## config.mk

```make
export PLATFORM = sky130hd
export DESIGN_NAME = i2c_wr_seq_flat
export DESIGN_NICKNAME = d
export VERILOG_FILES = /design/src/rtl/i2c_wr_seq_if.sv /design/src/rtl/i2c_wr_seq.sv /design/src/flat_wrapper.sv
export SDC_FILE = /design/constraint.sdc
export NUM_CORES = 1
export LEC_CHECK = 0
export ABC_CLOCK_PERIOD_IN_PS = 3000
export BUFFER_PORTS_ARGS = -buffer_cell sky130_fd_sc_hd__clkbuf_2
export CORE_UTILIZATION = 59
export CTS_CLUSTER_DIAMETER = 30
export DETAILED_ROUTE_END_ITERATION = 16
export GPL_TIMING_DRIVEN = 1
export HOLD_SLACK_MARGIN = 0.15
export PLACE_DENSITY = 0.84
export SKIP_CTS_REPAIR_TIMING = 1
export SLEW_MARGIN = 15
export SYNTH_ARGS = -nofsm -noshare
export SYNTH_HDL_FRONTEND = slang
export SYNTH_SLANG_ARGS = --single-unit
```

## constraint.sdc

```tcl
create_clock -name clk -period 3 [get_ports clk]
set_input_delay 0.15 -clock clk [delete_from_list [all_inputs] [get_ports clk]]
set_output_delay 0.15 -clock clk [all_outputs]
set_load 0.02 [all_outputs]
```

## src/rtl/i2c_wr_seq_if.sv

```systemverilog
// Register-write sequencer bus: command port plus the byte engine load/ACK handshake.
// master = sequencer side, slave = command source and byte engine side.
interface i2c_wr_seq_if;
  logic       cmd_valid;
  logic       cmd_ready;
  logic [6:0] cmd_dev;
  logic [7:0] cmd_reg;
  logic [7:0] cmd_data;
  logic       pre_ready;
  logic [7:0] pre_data;
  logic       pre_first;
  logic       pre_last;
  logic       byte_done;
  logic       ack_n;
  logic       stop_req;
  logic       busy;
  logic       done;
  logic       err;
  logic [1:0] err_code;
  logic [2:0] attempts;

  modport master (
    input  cmd_valid, cmd_dev, cmd_reg, cmd_data, byte_done, ack_n,
    output cmd_ready, pre_ready, pre_data, pre_first, pre_last,
           stop_req, busy, done, err, err_code, attempts
  );

  modport slave (
    output cmd_valid, cmd_dev, cmd_reg, cmd_data, byte_done, ack_n,
    input  cmd_ready, pre_ready, pre_data, pre_first, pre_last,
           stop_req, busy, done, err, err_code, attempts
  );
endinterface

```

## src/rtl/i2c_wr_seq.sv

```systemverilog
// Turns one register-write command into dev/reg/data byte loads, retrying on NACK and aborting on timeout.
// Command to first load 1 cycle, ACK to next load 2 cycles; commands are only taken when cmd_ready is high.
module i2c_wr_seq #(
  parameter int NUM_RETRY = 3,
  parameter int TIMEOUT   = 4096,
  parameter int GAP_CYC   = 16
) (
  input  logic         clk,
  input  logic         rst,
  i2c_wr_seq_if.master bus
);

  typedef enum logic [2:0] {IDLE, LOAD, WAIT, CHECK, GAP, FIN} state_t;

  typedef struct packed {
    logic [6:0] dev;
    logic [7:0] rg;
    logic [7:0] dat;
  } cmd_t;

  localparam int             TW        = $clog2(TIMEOUT + 1);
  localparam int             GW        = $clog2(GAP_CYC + 1);
  localparam logic [TW-1:0]  TMO_LAST  = TW'(TIMEOUT - 1);
  localparam logic [GW-1:0]  GAP_LAST  = GW'(GAP_CYC - 1);
  localparam logic [3:0]     RETRY_MAX = 4'(NUM_RETRY);

  state_t        state_q, state_d;
  cmd_t          cmd_q, cmd_d;
  logic [1:0]    idx_q, idx_d;
  // One bit wider than the reported count so NUM_RETRY=7 still terminates
  logic [3:0]    att_q, att_d;
  logic [1:0]    code_q, code_d;
  logic          ack_q, ack_d;
  logic          ok_q, ok_d;
  logic [TW-1:0] tmo_q, tmo_d;
  logic [GW-1:0] gap_q, gap_d;
  logic          take;

  assign bus.err_code = code_q;
  assign bus.attempts = att_q[2:0];

  always_comb begin
    state_d       = state_q;
    cmd_d         = cmd_q;
    idx_d         = idx_q;
    att_d         = att_q;
    code_d        = code_q;
    ack_d         = ack_q;
    ok_d          = ok_q;
    tmo_d         = tmo_q;
    gap_d         = gap_q;
    take          = 1'b0;
    bus.cmd_ready = 1'b0;
    bus.pre_ready = 1'b0;
    bus.pre_data  = 8'h00;
    bus.pre_first = 1'b0;
    bus.pre_last  = 1'b0;
    bus.stop_req  = 1'b0;
    bus.busy      = 1'b1;
    bus.done      = 1'b0;
    bus.err       = 1'b0;

    case (state_q)
      IDLE: begin
        bus.cmd_ready = 1'b1;
        bus.busy      = 1'b0;
        take          = bus.cmd_valid;
      end
      LOAD: begin
        bus.pre_ready = 1'b1;
        case (idx_q)
          2'd0: begin
            bus.pre_data  = {cmd_q.dev, 1'b0};
            bus.pre_first = 1'b1;
          end
          2'd1: bus.pre_data = cmd_q.rg;
          default: begin
            bus.pre_data = cmd_q.dat;
            bus.pre_last = 1'b1;
          end
        endcase
        tmo_d   = '0;
        state_d = WAIT;
      end
      WAIT: begin
        tmo_d = tmo_q + 1'b1;
        // A byte_done landing on the last counted cycle still counts as a response
        if (bus.byte_done) begin
          ack_d   = bus.ack_n;
          state_d = CHECK;
        end else if (tmo_q == TMO_LAST) begin
          bus.stop_req = 1'b1;
          code_d       = 2'b11;
          ok_d         = 1'b0;
          state_d      = FIN;
        end
      end
      CHECK: begin
        if (!ack_q) begin
          if (idx_q == 2'd2) begin
            ok_d    = 1'b1;
            state_d = FIN;
          end else begin
            idx_d   = idx_q + 2'd1;
            state_d = LOAD;
          end
        end else begin
          bus.stop_req = 1'b1;
          code_d       = (idx_q == 2'd0) ? 2'b01 : 2'b10;
          if (att_q <= RETRY_MAX) begin
            gap_d   = '0;
            state_d = GAP;
          end else begin
            ok_d    = 1'b0;
            state_d = FIN;
          end
        end
      end
      GAP: begin
        gap_d = gap_q + 1'b1;
        if (gap_q == GAP_LAST) begin
          idx_d   = 2'd0;
          att_d   = att_q + 4'd1;
          code_d  = 2'b00;
          state_d = LOAD;
        end
      end
      FIN: begin
        bus.cmd_ready = 1'b1;
        bus.busy      = 1'b0;
        bus.done      = ok_q;
        bus.err       = ~ok_q;
        state_d       = IDLE;
        take          = bus.cmd_valid;
      end
      default: state_d = IDLE;
    endcase

    // Acceptance from FIN lets a held cmd_valid start the next write without an IDLE cycle
    if (take) begin
      cmd_d   = '{dev: bus.cmd_dev, rg: bus.cmd_reg, dat: bus.cmd_data};
      idx_d   = 2'd0;
      att_d   = 4'd1;
      code_d  = 2'b00;
      state_d = LOAD;
    end
  end

  always_ff @(posedge clk) begin
    if (rst) begin
      state_q <= IDLE;
      cmd_q   <= '0;
      idx_q   <= '0;
      att_q   <= '0;
      code_q  <= '0;
      ack_q   <= 1'b0;
      ok_q    <= 1'b0;
      tmo_q   <= '0;
      gap_q   <= '0;
    end else begin
      state_q <= state_d;
      cmd_q   <= cmd_d;
      idx_q   <= idx_d;
      att_q   <= att_d;
      code_q  <= code_d;
      ack_q   <= ack_d;
      ok_q    <= ok_d;
      tmo_q   <= tmo_d;
      gap_q   <= gap_d;
    end
  end

endmodule

```

## src/flat_wrapper.sv

```systemverilog
// flat-port wrapper written by rule: the top's interface ports become plain ports
module i2c_wr_seq_flat 
#(
  parameter int NUM_RETRY = 3,
  parameter int TIMEOUT   = 4096,
  parameter int GAP_CYC   = 16
)
  (clk, rst, bus_cmd_valid, bus_cmd_dev, bus_cmd_reg, bus_cmd_data, bus_byte_done, bus_ack_n, bus_cmd_ready, bus_pre_ready, bus_pre_data, bus_pre_first, bus_pre_last, bus_stop_req, bus_busy, bus_done, bus_err, bus_err_code, bus_attempts);
  i2c_wr_seq_if bus_i ();
  input  logic clk;
  input  logic rst;
  input wire logic [$bits(bus_i.cmd_valid)-1:0] bus_cmd_valid;
  input wire logic [$bits(bus_i.cmd_dev)-1:0] bus_cmd_dev;
  input wire logic [$bits(bus_i.cmd_reg)-1:0] bus_cmd_reg;
  input wire logic [$bits(bus_i.cmd_data)-1:0] bus_cmd_data;
  input wire logic [$bits(bus_i.byte_done)-1:0] bus_byte_done;
  input wire logic [$bits(bus_i.ack_n)-1:0] bus_ack_n;
  output wire logic [$bits(bus_i.cmd_ready)-1:0] bus_cmd_ready;
  output wire logic [$bits(bus_i.pre_ready)-1:0] bus_pre_ready;
  output wire logic [$bits(bus_i.pre_data)-1:0] bus_pre_data;
  output wire logic [$bits(bus_i.pre_first)-1:0] bus_pre_first;
  output wire logic [$bits(bus_i.pre_last)-1:0] bus_pre_last;
  output wire logic [$bits(bus_i.stop_req)-1:0] bus_stop_req;
  output wire logic [$bits(bus_i.busy)-1:0] bus_busy;
  output wire logic [$bits(bus_i.done)-1:0] bus_done;
  output wire logic [$bits(bus_i.err)-1:0] bus_err;
  output wire logic [$bits(bus_i.err_code)-1:0] bus_err_code;
  output wire logic [$bits(bus_i.attempts)-1:0] bus_attempts;
  assign bus_i.cmd_valid = bus_cmd_valid;
  assign bus_i.cmd_dev = bus_cmd_dev;
  assign bus_i.cmd_reg = bus_cmd_reg;
  assign bus_i.cmd_data = bus_cmd_data;
  assign bus_i.byte_done = bus_byte_done;
  assign bus_i.ack_n = bus_ack_n;
  assign bus_cmd_ready = bus_i.cmd_ready;
  assign bus_pre_ready = bus_i.pre_ready;
  assign bus_pre_data = bus_i.pre_data;
  assign bus_pre_first = bus_i.pre_first;
  assign bus_pre_last = bus_i.pre_last;
  assign bus_stop_req = bus_i.stop_req;
  assign bus_busy = bus_i.busy;
  assign bus_done = bus_i.done;
  assign bus_err = bus_i.err;
  assign bus_err_code = bus_i.err_code;
  assign bus_attempts = bus_i.attempts;
  i2c_wr_seq #(.NUM_RETRY(NUM_RETRY), .TIMEOUT(TIMEOUT), .GAP_CYC(GAP_CYC)) u_core (.clk(clk), .rst(rst), .bus(bus_i));
endmodule
```

# Word-level counts from Yosys, hierarchy flattened

Index checks and enable logic that the tools add are counted.

Input bits: 28
Bits in registers: 54
Word-level logic and storage cells: 108

Equal/unequal tests: 22
Bitwise logic cells: 2
Multiplexer cells: 46
Reductions and logical operators: 20
$add $sub $neg: 4
$lt $le $gt $ge: 1

Operators with widths:

| kind                                                               | number |
|---|---|
| 13-bit case mux with 2 select lines                                | 1 |
| 1-bit two-way mux                                                  | 23 |
| 8-bit case mux with 2 select lines                                 | 1 |
| 3-bit two-way mux                                                  | 5 |
| 3-bit case mux with 5 select lines                                 | 1 |
| 2-bit two-way mux                                                  | 7 |
| 13-bit by 1-bit adder with 13-bit output (second input constant)   | 1 |
| 13-bit by 12-bit == test with 1-bit output (second input constant) | 1 |
| 5-bit two-way mux                                                  | 2 |
| 2-bit by 1-bit != test with 1-bit output (second input constant)   | 5 |
| 5-bit case mux with 2 select lines                                 | 1 |
| 5-bit AND reduction                                                | 2 |
| 2-bit nonzero test                                                 | 5 |
| 3-bit AND reduction                                                | 3 |
| 8-bit two-way mux                                                  | 1 |
| 3-bit by 2-bit == test with 1-bit output (second input constant)   | 2 |
| 3-bit == test (second input constant)                              | 2 |
| 2-bit != test (second input constant)                              | 3 |
| 3-bit by 1-bit != test with 1-bit output (second input constant)   | 2 |
| 2-bit case mux with 3 select lines                                 | 1 |
| 2-bit AND reduction                                                | 3 |
| 2-bit OR reduction                                                 | 3 |
| 5-bit by 1-bit adder with 5-bit output (second input constant)     | 1 |
| 5-bit by 4-bit == test with 1-bit output (second input constant)   | 1 |
| 16 further kinds                                                   | 18 |

# Longest topological paths before layout

Depth after elaboration: 5
Gate-level depth with buffers: 8

# Worst setup path after synthesis

Ideal clock, no wire load.

Path type: reg2out
From: reg u_core.state_q[1]
To: out bus_pre_last
Setup slack: 1.212 ns
Arrival: 1.638 ns
Buffers on the path: 3
Cell stages (with the launch flop): 6
Data required time: 2.850 ns
Cell sequence: dfxtp_1 buf_2 or3b_1 buf_2 buf_1 nor3_1

Cells in the longest elaborated chain, start to end: 2

Ends and longest elaborated chain:

| what                                     | RTL line           | source |
|---|---|---|
| from (decl)                              | i2c_wr_seq.sv:27   | `state_t state_q, state_d;` |
| from (signal assigned)                   | i2c_wr_seq.sv:161  | `state_q <= state_d;` |
| 3-bit by 1-bit == test with 1-bit output | i2c_wr_seq.sv:63   | `case (state_q)` |
| 1-bit two-way mux                        | i2c_wr_seq.sv:63   |  |
| to (decl)                                | flat_wrapper.sv:22 | `output wire logic [$bits(bus_i.pre_last)-1:0] bus_pre_last;` |

Every way passes these cells.

# Worst setup path in the final report

From: reg u_core.state_q[0]
To: out bus_pre_last

Same word-level chain as after synthesis.

==> summary.md <==
| Metric | Value |
|---|---|
| Synth Instances | 337 |
| Post-route setup TNS | 0 ns |
| Reg clk slew, reported paths | 0.10 ns |
| Layout cells sized above 1 | 17.0% |
| Final Setup Violations | 0 |
| Dpl ws | 0.959 ns |
| Synth unique cells | 50 |
| Top delay family on crit path | simple AND/OR/NAND/NOR gates |
| Gr usage total | 25.4% |
| Critical Path RT | 2.85 ns |
| Sequential Power Share | 51.9% |
| Area growth syn-to-layout | 20.7% |
| CTS tree | done |
| Root Driver | clkbuf_8 |
| Clk network pwr share | 33.5% |
| Site Rows | 24 |
| Sw Pwr | 405 uW |
| Internal power | 1.08 mW |
| Post-synthesis cell area | 2660 um^2 |
| Vias per std cell | 5.99 |
| Flop2flop setup slack | 0.82 ns |
| Crit path DAT | 2.34 ns |
| Number of flops mapped to enable cells by yosys | 0 |
| Final wirelength | 6660 um |
| Placer Congestion | 0.877 |
| FILL cells | 297 |
| Total power | 1.49 mW |
| Die H | 69.2 um |
| Core ar. | 4350 um^2 |
| Max rail drop VDD | 0.000442 V |
| Slew HR | 35.0% |
| Initial antenna violation count | 0 |
| TritonCTS Buffers | 5 |
| Global-route wire length before repair | 10100 um |
| Largest net degree at the start of global routing | 48 |
| Antenna cells | 0 |
| Cell Chain, Critical Path | or3b_1 > nor3_1 > clkbuf_2 |
| Most area-consuming cells after synthesis | dfxtp_1 41%, nand2_1 9.9%, a21oi_1 9.2%, nor2_1 3.9%, ha_1 3.3% |
| Buffers & Inverters on Critical Path | 1 |
| Port Buffers | 48 |
| Grt ovf | 0 |
| Worst path slowest cell | or3b_1 |
| Final Cycle Share | 83.0% |
| Setup crit start kind | flip-flop |
| Avg Inst Size Synth | 7.90 um^2 |
| # IOs | 49 |
| Via count | 2676 |
| Number of global-route vias before repair | 2310 |
| DPL Wire Length | 3990 um |
| Final min period | 2.49 ns |
| Crit path max fanout | 19 |
| Number of synthesized register bits | 54 |
| Clk buf depth | 2 |
| CP Class | flip-flop to output port |
| Worst hold slack | 0.232 ns |
| Least-Margin Pin Slew | 0.975 ns |
| Worst Setup End Kind | output port |
| Most common cell in the netlist | nand2_1 |
| Post-synth top flop | dfxtp_1 |
| Sw Ratio | 27.2% |
| DRT antenna net count | 0 |
| H-Tree Depth | 2 |
| Max frequency | 402 MHz |
| Outcome | finished clean |
| Drt wl/cell | 14.9 um |
| Residual DRC count | 0 |
| Hold Path Class | primary input to flip-flop |
| Fraction of registers with async set/reset | 0% |
| Pwr dens | 464 nW/um^2 |
| Die width | 69.2 um |
| Iter 0 DRT Violations | 280 |
| Clk sinks | 54 |
| DIE AREA | 4790 um^2 |
| Slowest stage delay, CP | 0.72 ns |
| Setup ws final | 0.511 ns |
| Final Hold Viols | 0 |
| Clock Skew | 0.00558 ns |
| Area leader, netlist | dfxtp_1 |
| Clk_lat worst skew | 0.31 ns |
| Leakage power | 1.26 nW |
| Max-cap viol count | 0 |
| Starting Density | 61.1% |
| Post-synth top cells | 70 x nand2_1, 54 x dfxtp_1, 49 x a21oi_1 |
| Combinational power share | 14.6% |
| DRT Pass-1 Iters | 7 |
| Seq/Total Area, Yosys | 40.6% |
| Synth warn | 0 |
| Synth top area share | 40.6% |
| Synthesized Nets | 372 |
| Fin. max-slew vios | 0 |
| RSZ-0062 raised after global routing | no |
| Final #Nets | 429 |
## power by group through the flow
| stage | registers, mW | clock network (mW) | logic, mW |
|---|---|---|---|
| floorplan | 0.776 | 0 | 0.145 |
| global placement | 0.787 | 0 | 0.180 |
| detailed placement | 0.789 | 0 | 0.185 |
| CTS | 0.772 | 0.499 | 0.186 |
| global route | 0.779 | 0.536 | 0.236 |
| finish | 0.774 | 0.499 | 0.217 |
## layout by cell type, fill, tap and decap left out, drive strengths merged, types with 2 or more instances in the layout
master,n
nor4,4
o211ai,5
nor3,5
or3,4
clkbuf,53
a22oi,9
nand3b,2
or3b,3
mux2i,5
nand2b,3
o21ai,2
nor2,28
mux2,3
xor2,2
buf,3
o311ai,3
nor2b,3
dlygate4sd3,24
a31oi,3
a21oi,49
nand2,70
nand3,3
nor3b,5
xnor2,2
a211oi,6
and3,2
inv,12
nand4,4
ha,7
or4,2
dfxtp,54
## sequential cells by signal, indices dropped and copies added, names as in the netlist
| signal | flops |
|---|---|
| u_core.ack_q | 1 |
| u_core.att_q | 4 |
| u_core.bus.err_code | 2 |
| u_core.cmd_q | 23 |
| u_core.gap_q | 5 |
| u_core.idx_q | 2 |
| u_core.ok_q | 1 |
| u_core.state_q | 3 |
| u_core.tmo_q | 13 |
## cell families after synthesis
kind of cell	Yosys count	synth area share, %
DFF	54	40.6
xor gates and xnor gates	4	1.32
adders and majority gates	7	3.29
buffers and inverters	36	6.44
and+or+nand+nor	144	26.0
AOI/OAI and AO/OA	84	19.2
muxes	8	3.15
## path summary, 6_finish.rpt
path	startpoint	end	cells past startpoint
worst max register to register	u_core.state_q[0]	u_core.cmd_q[11]	4
worst min register to register	u_core.cmd_q[0]	u_core.cmd_q[0]	2
worst min-delay path	bus_byte_done	u_core.ack_q	4
worst max-delay path	u_core.state_q[0]	bus_pre_last	3
## stage by stage
step	cells	utilization, %	instance area [um^2]
global route	447	73.8	3210
finish	447	73.8	3210
detailed placement	415	65.7	2860
global placement	415	65.7	2860
floorplan	337	-	2660
CTS	423	68.3	2970
## per-layer routing
layer	share of wire (%)	global-route usage, %	routed length [um]	vias up
li1	-	-	-	1292
met1	43	32.7	2860	1260
met2	50	42.3	3320	114
met3	6.1	5.96	407	10
met4	1.2	7.48	80	0
met5	0	0	0	-
## tightest hold or removal path, stage by stage
cell and delay, ns:
clkbuf_2 0.13, nand2_1 0.09, mux2i_1 0.07, nor2_1 0.07
## area by class of cell
class	instances	area (um^2)	share of cell area [%]
inverter	11	41.3	1.29
clock inverter	3	43.8	1.36
tap	52	65.1	2.02
sequential	54	1080	33.6
clock buffer	5	68.8	2.14
timing repair buffer	75	503	15.7
multi-input combinational	247	1410	43.9
Note: power is estimated with default switching activity, not from simulation.
